### src/rtl/div_pkg.sv
// rtl/div_pkg.sv - shared types and constants for the sequential divider
package div_pkg;

    typedef enum logic [1:0] {
        IDLE = 2'd0,
        BUSY = 2'd1,
        DONE = 2'd2
    } div_state_e;

    // Quotient reported for a zero divisor; sliced to the operand width by users
    localparam logic [63:0] DIV0_QUOTIENT = '1;

    // Iteration counter width: $clog2(w), never narrower than one bit
    function automatic int cnt_width(input int w);
        return (w < 2) ? 1 : $clog2(w);
    endfunction

endpackage

### src/rtl/div_step.sv
// rtl/div_step.sv - one restoring division step
module div_step #(
    parameter int W = 32
) (
    input  logic [W:0]   r,
    input  logic         in_bit,
    input  logic [W-1:0] divisor,
    output logic [W:0]   next_r,
    output logic         q_bit
);

    logic [W:0] r_shift;
    logic [W:0] diff;
    logic       no_borrow;

    // Shift the next dividend bit in; the bit shifted out of r is always zero
    // because the restored remainder is below the divisor
    assign r_shift = (r << 1) | {{W{1'b0}}, in_bit};

    rc_adder #(.N(W + 1)) u_sub (
        .a    (r_shift),
        .b    ({1'b0, divisor}),
        .sub  (1'b1),
        .sum  (diff),
        .cout (no_borrow)
    );

    // Keep the difference only when it did not go negative
    always_comb begin
        q_bit  = no_borrow;
        next_r = no_borrow ? diff : r_shift;
    end

endmodule

### src/rtl/rc_adder.sv
// rtl/rc_adder.sv - ripple-carry adder/subtractor, carry-out is the not-borrow flag when sub=1
module rc_adder #(
    parameter int N = 33
) (
    input  logic [N-1:0] a,
    input  logic [N-1:0] b,
    input  logic         sub,
    output logic [N-1:0] sum,
    output logic         cout
);

    logic [N:0]   c;
    logic [N-1:0] bx;

    // Bitwise ripple chain; subtraction is a + ~b + 1
    always_comb begin
        c    = '0;
        bx   = b ^ {N{sub}};
        c[0] = sub;
        for (int i = 0; i < N; i++) begin
            sum[i]   = a[i] ^ bx[i] ^ c[i];
            c[i+1]   = (a[i] & bx[i]) | (a[i] & c[i]) | (bx[i] & c[i]);
        end
        cout = c[N];
    end

endmodule

### src/rtl/seq_divider.sv
// rtl/seq_divider.sv - iterative restoring unsigned divider with valid/ready handshakes
module seq_divider
    import div_pkg::*;
#(
    parameter int W = 32
) (
    input  logic         clk,
    input  logic         resetn,
    input  logic         in_valid,
    output logic         in_ready,
    input  logic [W-1:0] dividend,
    input  logic [W-1:0] divisor,
    output logic         out_valid,
    input  logic         out_ready,
    output logic [W-1:0] quotient,
    output logic [W-1:0] remainder,
    output logic         div_by_zero
);

    localparam int CW = cnt_width(W);

    div_state_e    state, state_n;
    logic [W:0]    r_q;
    logic [W-1:0]  sreg_q;
    logic [W-1:0]  dsr_q;
    logic [CW-1:0] cnt_q;
    logic          dz_q;
    logic [W:0]    step_r;
    logic          step_q;

    div_step #(.W(W)) u_step (
        .r       (r_q),
        .in_bit  (sreg_q[W-1]),
        .divisor (dsr_q),
        .next_r  (step_r),
        .q_bit   (step_q)
    );

    assign in_ready    = (state == IDLE);
    assign out_valid   = (state == DONE);
    assign quotient    = sreg_q;
    assign remainder   = r_q[W-1:0];
    assign div_by_zero = dz_q;

    // State register
    always_ff @(posedge clk) begin
        if (!resetn) state <= IDLE;
        else         state <= state_n;
    end

    // Next state: zero divisor short-circuits straight to DONE
    always_comb begin
        state_n = state;
        case (state)
            IDLE:    if (in_valid) state_n = (divisor == '0) ? DONE : BUSY;
            BUSY:    if (cnt_q == '0) state_n = DONE;
            DONE:    if (out_ready) state_n = IDLE;
            default: state_n = IDLE;
        endcase
    end

    // Datapath: operand capture on accept, one quotient bit per BUSY cycle
    always_ff @(posedge clk) begin
        if (!resetn) begin
            r_q    <= '0;
            sreg_q <= '0;
            dsr_q  <= '0;
            cnt_q  <= '0;
            dz_q   <= 1'b0;
        end else if (state == IDLE && in_valid) begin
            dsr_q <= divisor;
            cnt_q <= CW'(W - 1);
            if (divisor == '0) begin
                sreg_q <= DIV0_QUOTIENT[W-1:0];
                r_q    <= {1'b0, dividend};
                dz_q   <= 1'b1;
            end else begin
                sreg_q <= dividend;
                r_q    <= '0;
                dz_q   <= 1'b0;
            end
        end else if (state == BUSY) begin
            r_q    <= step_r;
            sreg_q <= {sreg_q[W-2:0], step_q};
            if (cnt_q != '0) cnt_q <= cnt_q - 1'b1;
        end
    end

endmodule
### config.mk
export PLATFORM = sky130hd
export DESIGN_NAME = seq_divider
export DESIGN_NICKNAME = d
export VERILOG_FILES = /design/src/rtl/div_pkg.sv /design/src/rtl/div_step.sv /design/src/rtl/rc_adder.sv /design/src/rtl/seq_divider.sv
export SDC_FILE = /design/constraint.sdc
export NUM_CORES = 1
export LEC_CHECK = 0
export CORE_UTILIZATION = 35
export CTS_CLUSTER_DIAMETER = 60
export DETAILED_ROUTE_END_ITERATION = 6
export HOLD_SLACK_MARGIN = 0.06
export PLACE_DENSITY = 0.71
export SYNTH_ARGS = -nofsm -noshare
export SYNTH_HDL_FRONTEND = slang
export SYNTH_SLANG_ARGS = --single-unit
### constraint.sdc
create_clock -name clk -period 25.5 [get_ports clk]
set_input_delay 2.55 -clock clk [delete_from_list [all_inputs] [get_ports clk]]
set_output_delay 2.55 -clock clk [all_outputs]
set_load 0.02 [all_outputs]
==> impl_metrics.ini, run 1 <==
[run_status]
outcome = finished, final reports clean

[logic_synthesis]
async_flop_share_pct = 0
ys_seq_elements = 104
synthTopCellsByArea = dfxtp_1 37%, a21oi_1 12%, fa_1 11%, a221oi_2 5.3%, o221ai_1 4.9%
syn-cell-area_sq_mm = 0.00569
netlist-cell-type-count = 42
synth_edf_count = 0
seq_area_frac_synth_pct = 36.6
synth_area_leader_cell = dfxtp_1
synth_area_per_cell_sq_um = 8.80
synth_cells = 647
ys.warnings.count = 0
synth_nets = 749
yosysTopAreaCellShare_pct = 36.6
synth-main-ff-cell = dfxtp_1

[floorplanning]
die_w_microns = 130
die_area_sq_mm = 0.0168
die_h_microns = 130
rows = 46
io_pins = 135
core_region_area_sq_mm = 0.0159
start_util_pct = 35.8

[grt]
antenna_found_initial = 1
grt_pass1_vias = 5016
grt_pass1_wl_microns = 26600
grt_max_degree = 74
overflow = 0
track_usage_pct = 20.8

[routing]
vias_per_cell = 5.54
num_vias = 5275
first_pass_iters = 5
drtIter0Drc = 388
antenna_left = 0
drc = 0
avgRoutedWirePerCell_microns = 17.9
finalWirelength_microns = 17000

[run]
cap_violations = 0

[placement]
dpl_worst_slack_ns = 10.27
dpl.hpwl_microns = 11800
gp_congestion = 0.863
portBuffers = 134

[power]
power.switching_mw = 0.418
power_mw = 0.942
power.share.clock_pct = 14.9
cellInternalPower_mw = 0.524
pwr-share-comb_pct = 57.0
ir_worst_vdd_uv = 49.4
powerDensity_mw_per_mm2 = 130
p_leak_nw = 2.51
switching_share_pct = 44.4
sequentialPowerShare_pct = 28.1

[cts]
insertion_delay_ns = 0.36
numCtsBuffers = 9
cts_setup_buffers = 0
cts_buffer_depth = 2
cts_tree = built
cts_root_buf = clkbuf_16
hold_buffers = 0
clkSinkCount = 104
cts.repair.resized = 0
clkSlewWorstSetupHoldPaths_ns = 0.07
htree_levels = 3

[timing]
fin_ws_ns = 10.21
period_share_pct = 60.0
slew_viol_final = 0
fin_crit_ns = 15.29
rsz0062_at_grt = no
max_freq_ghz = 0.0654
fin_worst_skew_ns = 0.00859
maxSlewHeadroom_pct = 20.5
fin_setup_tns_ns = 0
final_hold_viol_count = 0
setup_viol = 0
tightest_slew_ns = 1.19

[final_layout]
final_cell_mix = 133 x clkdlybuf4s50_1, 132 x a21oi_1, 104 x dfxtp_1
drive_gt1_share_pct = 7.76
synthToLayoutAreaGrowth_pct = 27.5
multi_input_area_sq_mm = 0.00308
fin_util_pct = 45.7
layout_commonest_cell = clkdlybuf4s50_1
seq_area_sq_mm = 0.00208
fillerInstances = 1585
nets = 833

[worst_setup_path]
reg2reg_slack_ns = 10.21
crit_path_frequent_cell = fa_1
startpoint_type = register
crit_slowest_cell = or2_1
crit_type = reg -> reg
cp_slowest_stage_delay_ns = 0.96
crit_required_ns = 25.75
critPathCaptureType = register
crit_path_max_fanout = 33
worstPathArrival_ns = 15.54

[worst_hold_path]
hold_path_class = reg -> reg
layer usage:
layer / routed length [microns] / GRT usage, %
met4: 519 / 9.03
met5: 0 / 0
met2: 8350 / 34.3
met3: 1060 / 5.41
met1: 7070 / 25.5
per-stage QoR:
stage | hold WS, ns | cell area, sq um | cells
after floorplan | 0.436 | 5690 | 647
after global placement | 0.451 | 6960 | 936
after detailed placement | 0.456 | 6960 | 936
after CTS | 0.467 | 7250 | 951
after global routing | 0.499 | 7260 | 952
final | 0.471 | 7260 | 952
cells in the mapped netlist, drive strengths merged, types with 2 or more instances:
| library cell | n |
|---|---|
| buf | 40 |
| a221oi | 23 |
| o21ai | 11 |
| mux2 | 2 |
| nand2 | 67 |
| nand4 | 26 |
| dfxtp | 104 |
| and4 | 2 |
| a21oi | 133 |
| nand3 | 4 |
| fa | 31 |
| o2111ai | 8 |
| o22ai | 8 |
| clkbuf | 28 |
| o221ai | 32 |
| nor3 | 32 |
| ha | 3 |
| nor2 | 35 |
| xor2 | 2 |
| nor4 | 8 |
| inv | 36 |
worst max-delay path, delay by kind of cell (launching register included):
kind / cells / cell delay (ns)
mux: 1 / 0.42
simple gates: 1 / 0.96
compound gates: 2 / 0.23
fa+ha+maj: 32 / 13.11
buf+inv: 2 / 0.13
flops: 1 / 0.37
path summary, 6_finish.rpt:
kind                              startpoint        end  depth (start not counted)
worst max-delay path            quotient[31]    r_q[31]                         38
worst min-delay path               dsr_q[31]  dsr_q[31]                          2
worst max register to register  quotient[31]    r_q[31]                         38
worst min register to register     dsr_q[31]  dsr_q[31]                          2
flip-flops by register name, indices dropped and copies added (netlist names):
register     cells
cnt_q            5
div_by_zero      1
dsr_q           32
quotient        32
r_q             32
state            2
layout make-up:
type	count	area share, %
antenna	1	0.0345
clock inverter	5	0.776
inverter	36	1.86
sequential	104	28.7
multi-input combinational	439	42.5
tap	216	3.72
clock buffer	10	3.29
timing repair buffer	141	19.1
cells by family after synthesis:
| logic type | after synthesis | share of synthesized area (%) |
|---|---|---|
| adders and majority gates | 34 | 11.6 |
| xor gates and xnor gates | 3 | 0.462 |
| muxes | 2 | 0.396 |
| DFF | 104 | 36.6 |
| and+or+nand+nor | 180 | 15.2 |
| buffers and inverters | 104 | 9.54 |
| AOI/OAI and AO/OA | 220 | 26.3 |
power groups by stage:
stage / Combinational [mW] / Clock (mW) / Sequential [mW]
after global placement: 0.525 / 0 / 0.268
after global routing: 0.595 / 0.150 / 0.272
after CTS: 0.538 / 0.144 / 0.265
final: 0.537 / 0.141 / 0.265
after detailed placement: 0.536 / 0 / 0.268
after floorplan: 0.348 / 0 / 0.299
Note: power is estimated with default switching activity, not from simulation.
==> run 2, diff against run 1 <==
--- a/config.mk
+++ b/config.mk
@@ -9,7 +9,7 @@
 export CTS_CLUSTER_DIAMETER = 60
 export DETAILED_ROUTE_END_ITERATION = 6
 export HOLD_SLACK_MARGIN = 0.06
-export PLACE_DENSITY = 0.71
+export PLACE_DENSITY = 0.73
 export SYNTH_ARGS = -nofsm -noshare
 export SYNTH_HDL_FRONTEND = slang
 export SYNTH_SLANG_ARGS = --single-unit
==> constraint.sdc (replaced) <==
create_clock -name clk -period 13.1 [get_ports clk]
set_input_delay 1.31 -clock clk [delete_from_list [all_inputs] [get_ports clk]]
set_output_delay 1.31 -clock clk [all_outputs]
set_load 0.02 [all_outputs]
==> run 2 against run 1 <==
Against the previous run:
- sequential share of layout area down 0.70 points
- critical path depth rose by 1
- sequential cell count unchanged
- utilization grew 1.2 points
- register-to-register slack worse by 9.9 ns
- hold slack worse by 0.0055 ns
- clock power grew 110%
- sequential power increased by 94%
- via count up 1.3%
- cell count up 1.1%
- fmax rose by 19%
- setup slack got worse by 9.9 ns
- critical path type unchanged
- critical endpoint is now r_q[11]
==> impl_metrics.ini, run 2 (synthesis gave the netlist of run 1 again) <==
[final_layout]
n_antenna_cell = 0
fillerInstances = 1567
stdcell_count = 962
layout_commonest_cell = clkdlybuf4s50_1
drive_gt1_share_pct = 11.7
synthToLayoutAreaGrowth_pct = 30.7
final_cell_mix = 134 x clkdlybuf4s50_1, 132 x a21oi_1, 103 x dfxtp_1
nets = 843

[power]
power_mw = 1.92
power.switching_mw = 0.840
cellInternalPower_mw = 1.08
ir_worst_vdd_uv = 106
powerDensity_mw_per_mm2 = 258
switching_share_pct = 43.7
p_leak_nw = 2.57
sequentialPowerShare_pct = 26.7
pwr-share-comb_pct = 57.8
power.share.clock_pct = 15.5

[routing]
drtIter0Drc = 461
drc = 0
antenna_left = 0
finalWirelength_microns = 17100
first_pass_iters = 5
vias_per_cell = 5.55
avgRoutedWirePerCell_microns = 17.8
num_vias = 5343

[cts]
clkSlewWorstSetupHoldPaths_ns = 0.07
cts_buffer_depth = 2
hold_buffers = 0
cts_root_buf = clkbuf_16
cts_tree = built
htree_levels = 3
clkSinkCount = 104
numCtsBuffers = 9
insertion_delay_ns = 0.36

[timing]
fin_crit_ns = 12.81
setup_viol = 0
maxSlewHeadroom_pct = 20.8
rsz0062_at_grt = no
whs_ns = 0.465
tightest_slew_ns = 1.19
fin_setup_tns_ns = 0
fin_worst_skew_ns = 0.00834
slew_viol_final = 0
period_share_pct = 97.8
final_hold_viol_count = 0
max_freq_ghz = 0.0781

[worst_setup_path]
crit_path_frequent_cell = fa_2
crit_type = reg -> reg
crit_required_ns = 13.36
cp_slowest_stage_delay_ns = 0.40
startpoint_type = register
critPathCaptureType = register
crit_slowest_cell = fa_1
worstPathArrival_ns = 13.07
crit_path_max_fanout = 14

[floorplanning]
die_area_sq_mm = 0.0168
die_h_microns = 130
start_util_pct = 35.8
rows = 46
io_pins = 135
core_region_area_sq_mm = 0.0159
die_w_microns = 130

[grt]
antenna_found_initial = 0
overflow = 0
track_usage_pct = 20.8
grt_max_degree = 91
grt_pass1_wl_microns = 26900
grt_pass1_vias = 5074

[placement]
portBuffers = 134
gp_congestion = 0.835
dp_cells = 946
dpl.hpwl_microns = 12000

[run_status]
outcome = finished, final reports clean

[worst_hold_path]
hold_path_class = reg -> reg

[run]
cap_violations = 0
-- run 2: cell type report --
cell class	count	area (sq um)	area share, %
multi-input cells	439	3130	42.1
clock inverters	7	103	1.38
inverters	36	135	1.82
clock buffers	9	225	3.03
flip-flops and latches	104	2080	28.0
repair buffers	151	1500	20.1
well taps	216	270	3.63
-- run 2: what timing repair did --
action                                  in CTS  in global routing
buffers inserted                             0                  0
gates resized for setup                     20                  6
endpoints found under the setup margin      33                 33
pin swaps                                    3                  2
-- run 2: per-layer routing --
metal | global-route usage [%] | vias up | wire (microns)
met3 | 4.46 | 23 | 1160
met4 | 8.21 | 0 | 419
met5 | 0 | - | 0
met2 | 34.3 | 201 | 8430
met1 | 26.5 | 2588 | 7140
li1 | - | 2531 | -
-- run 2: worst paths after layout --
check / startpoint / endpoint / slack [ns] / cells past startpoint
max reg2reg: quotient[31] / r_q[11] / 0.29 / 39
min reg2reg: dsr_q[31] / dsr_q[31] / 0.47 / 2
min: dsr_q[31] / dsr_q[31] / 0.47 / 2
max: quotient[31] / r_q[11] / 0.29 / 39
-- run 2: worst max-delay path, delay by kind of cell, from the launching register on --
kind / cells / cell delay [ns]
flip-flops: 1 / 0.33
AND/OR/NAND/NOR: 1 / 0.05
adder cells (fa/ha/maj): 32 / 11.53
buffers and inverters: 3 / 0.28
AO/OA/AOI/OAI: 3 / 0.52
-- run 2: power by group through the flow --
| stage | Clock [mW] | Sequential [mW] | Combinational (mW) |
|---|---|---|---|
| floorplan | 0 | 0.583 | 0.678 |
| global placement | 0 | 0.519 | 1.05 |
| detailed placement | 0 | 0.519 | 1.07 |
| CTS | 0.305 | 0.513 | 1.10 |
| global route | 0.316 | 0.528 | 1.22 |
| finish | 0.299 | 0.513 | 1.11 |
-- run 2: through the flow --
stage	cell area [sq um]	util, %	worst slack, ns
6_report	7440	46.8	0.295
5_1_grt	7440	46.8	0.000294
4_1_cts	7430	46.7	0.0257
3_5_place_dp	7040	44.3	-0.468
3_3_place_gp	7040	44.3	-0.257
2_1_floorplan	5690	-	0.0295
==> run 3, diff against run 2 <==
--- a/config.mk
+++ b/config.mk
@@ -5,11 +5,13 @@
 export SDC_FILE = /design/constraint.sdc
 export NUM_CORES = 1
 export LEC_CHECK = 0
+export CORE_MARGIN = 5
 export CORE_UTILIZATION = 35
 export CTS_CLUSTER_DIAMETER = 60
 export DETAILED_ROUTE_END_ITERATION = 6
 export HOLD_SLACK_MARGIN = 0.06
 export PLACE_DENSITY = 0.73
+export SETUP_SLACK_MARGIN = 0.15
 export SYNTH_ARGS = -nofsm -noshare
 export SYNTH_HDL_FRONTEND = slang
 export SYNTH_SLANG_ARGS = --single-unit
==> constraint.sdc (replaced) <==
create_clock -name clk -period 13.1 [get_ports clk]
set_input_delay 1.965 -clock clk [delete_from_list [all_inputs] [get_ports clk]]
set_output_delay 1.965 -clock clk [all_outputs]
set_load 0.02 [all_outputs]
==> run 3 against run 2 <==
Against the previous run:
- setup slack better by 0.18 ns
- design area is 0.67% higher
- sequential power barely moved
- clock power shrank 3%
- non-clock buffer count shrank 1
- critical path type unchanged
- die area grew 13%
- register-to-register slack improved by 0.18 ns
- critical path depth decreased by 1
==> impl_metrics.ini, run 3 (synthesis gave the netlist of run 1 again) <==
[grt]
grt_pass1_vias = 5180
overflow = 0
grt_max_degree = 89
track_usage_pct = 18.9
grt_pass1_wl_microns = 27900
antenna_found_initial = 0

[timing]
fin_setup_tns_ns = 0
setup_viol = 0
fin_crit_ns = 12.62
fin_worst_skew_ns = 0.00729
rsz0062_at_grt = no
fin_ws_ns = 0.475
whs_ns = 0.468
tightest_slew_ns = 1.25
final_hold_viol_count = 0
maxSlewHeadroom_pct = 16.9
period_share_pct = 96.4
max_freq_ghz = 0.0792
slew_viol_final = 0

[cts]
cts_root_buf = clkbuf_16
cts_buffer_depth = 2
insertion_delay_ns = 0.36
htree_levels = 3
cts_tree = built
clkSlewWorstSetupHoldPaths_ns = 0.07
clkSinkCount = 104
hold_buffers = 0
numCtsBuffers = 9

[final_layout]
drive_gt1_share_pct = 12.8
n_antenna_cell = 0
layout_commonest_cell = clkdlybuf4s50_1
stdcell_count = 961
synthToLayoutAreaGrowth_pct = 31.6
fin_util_pct = 47.0
nets = 842
design_area_sq_mm = 0.00749
final_cell_mix = 133 x clkdlybuf4s50_1, 131 x a21oi_1, 103 x dfxtp_1

[worst_setup_path]
crit_path_frequent_cell = fa_2
cp_slowest_stage_delay_ns = 0.40
critical_path.top_delay_family = adder cells
startpoint_type = register
cp_num_buf_inv = 2
critPathCaptureType = register
crit_required_ns = 13.35
crit_path_max_fanout = 4
crit_slowest_cell = fa_1
worstPathArrival_ns = 12.87
crit_type = reg -> reg

[placement]
gp_congestion = 0.880
dpl.hpwl_microns = 12500
placedInstanceArea_sq_mm = 0.00703
dpl_worst_slack_ns = -0.351
dp_cells = 942
portBuffers = 134

[floorplanning]
io_pins = 135
rows = 46
die_w_microns = 138
core_region_area_sq_mm = 0.0159
die_h_microns = 138
start_util_pct = 35.7
die_area_sq_mm = 0.0189

[routing]
vias_per_cell = 5.59
dr_wl_met2_microns = 8980
drtIter0Drc = 462
first_pass_iters = 5
wl_met3_microns = 1390
met1_length_microns = 7490
finalWirelength_microns = 18300
antenna_left = 0
drc = 0
avgRoutedWirePerCell_microns = 19.0
num_vias = 5376
highest_layer = met4

[power]
powerDensity_mw_per_mm2 = 263
p_leak_nw = 2.58
power_mw = 1.97
ir_worst_vdd_uv = 111

[run_status]
outcome = finished, final reports clean

[run]
cap_violations = 0

[worst_hold_path]
hold_path_class = reg -> reg
==> run 3: changes by cell type in the layout (fill, tap and decap cells not counted), moves of 2 or more <==
cell	before	now
fa_1	13	6
fa_2	18	25
buf_6	5	1
clkbuf_8	0	4
buf_12	0	3
clkbuf_16	9	11
clkinv_4	2	0
inv_6	2	0
==> run 3: final timing paths <==
path | startpoint | endpoint | slack [ns] | cells past startpoint
worst max-delay path | quotient[31] | r_q[31] | 0.48 | 38
worst min-delay path | dsr_q[31] | dsr_q[31] | 0.47 | 2
worst max register to register | quotient[31] | r_q[31] | 0.48 | 38
worst min register to register | dsr_q[31] | dsr_q[31] | 0.47 | 2
==> run 3: power breakdown <==
| part | switching, mW | total [mW] | internal, mW |
|---|---|---|---|
| sequential | 0.0914 | 0.512 | 0.421 |
| combinational | 0.641 | 1.17 | 0.526 |
| clock | 0.120 | 0.289 | 0.169 |
==> run 3: metal layers <==
metal  vias to the layer above  GRT usage, %
met5                         -             0
met4                         0          5.16
li1                       2530             -
met1                      2605          24.4
met2                       212          31.3
met3                        29          4.86
==> run 3: what timing repair did <==
action / 4_1_cts / 5_1_grt
cloned: 0 / 2
resized for setup: 16 / 14
endpoints found under the setup margin: 33 / 33
pin swaps: 1 / 4
setup buffers: 0 / 1
==> run 3: worst min-delay path, stage by stage (launching register included) <==
cell and delay, ns:
dfxtp_1 0.31, nand2_1 0.05, a21oi_1 0.06
==> run 3: layout make-up <==
| type | instances | area (sq um) |
|---|---|---|
| inverter | 36 | 135 |
| sequential | 104 | 2080 |
| timing repair buffer | 150 | 1530 |
| clock buffer | 14 | 284 |
| fill | 1550 | 8450 |
| multi-input combinational | 439 | 3150 |
| clock inverter | 2 | 35.0 |
| tap | 216 | 270 |
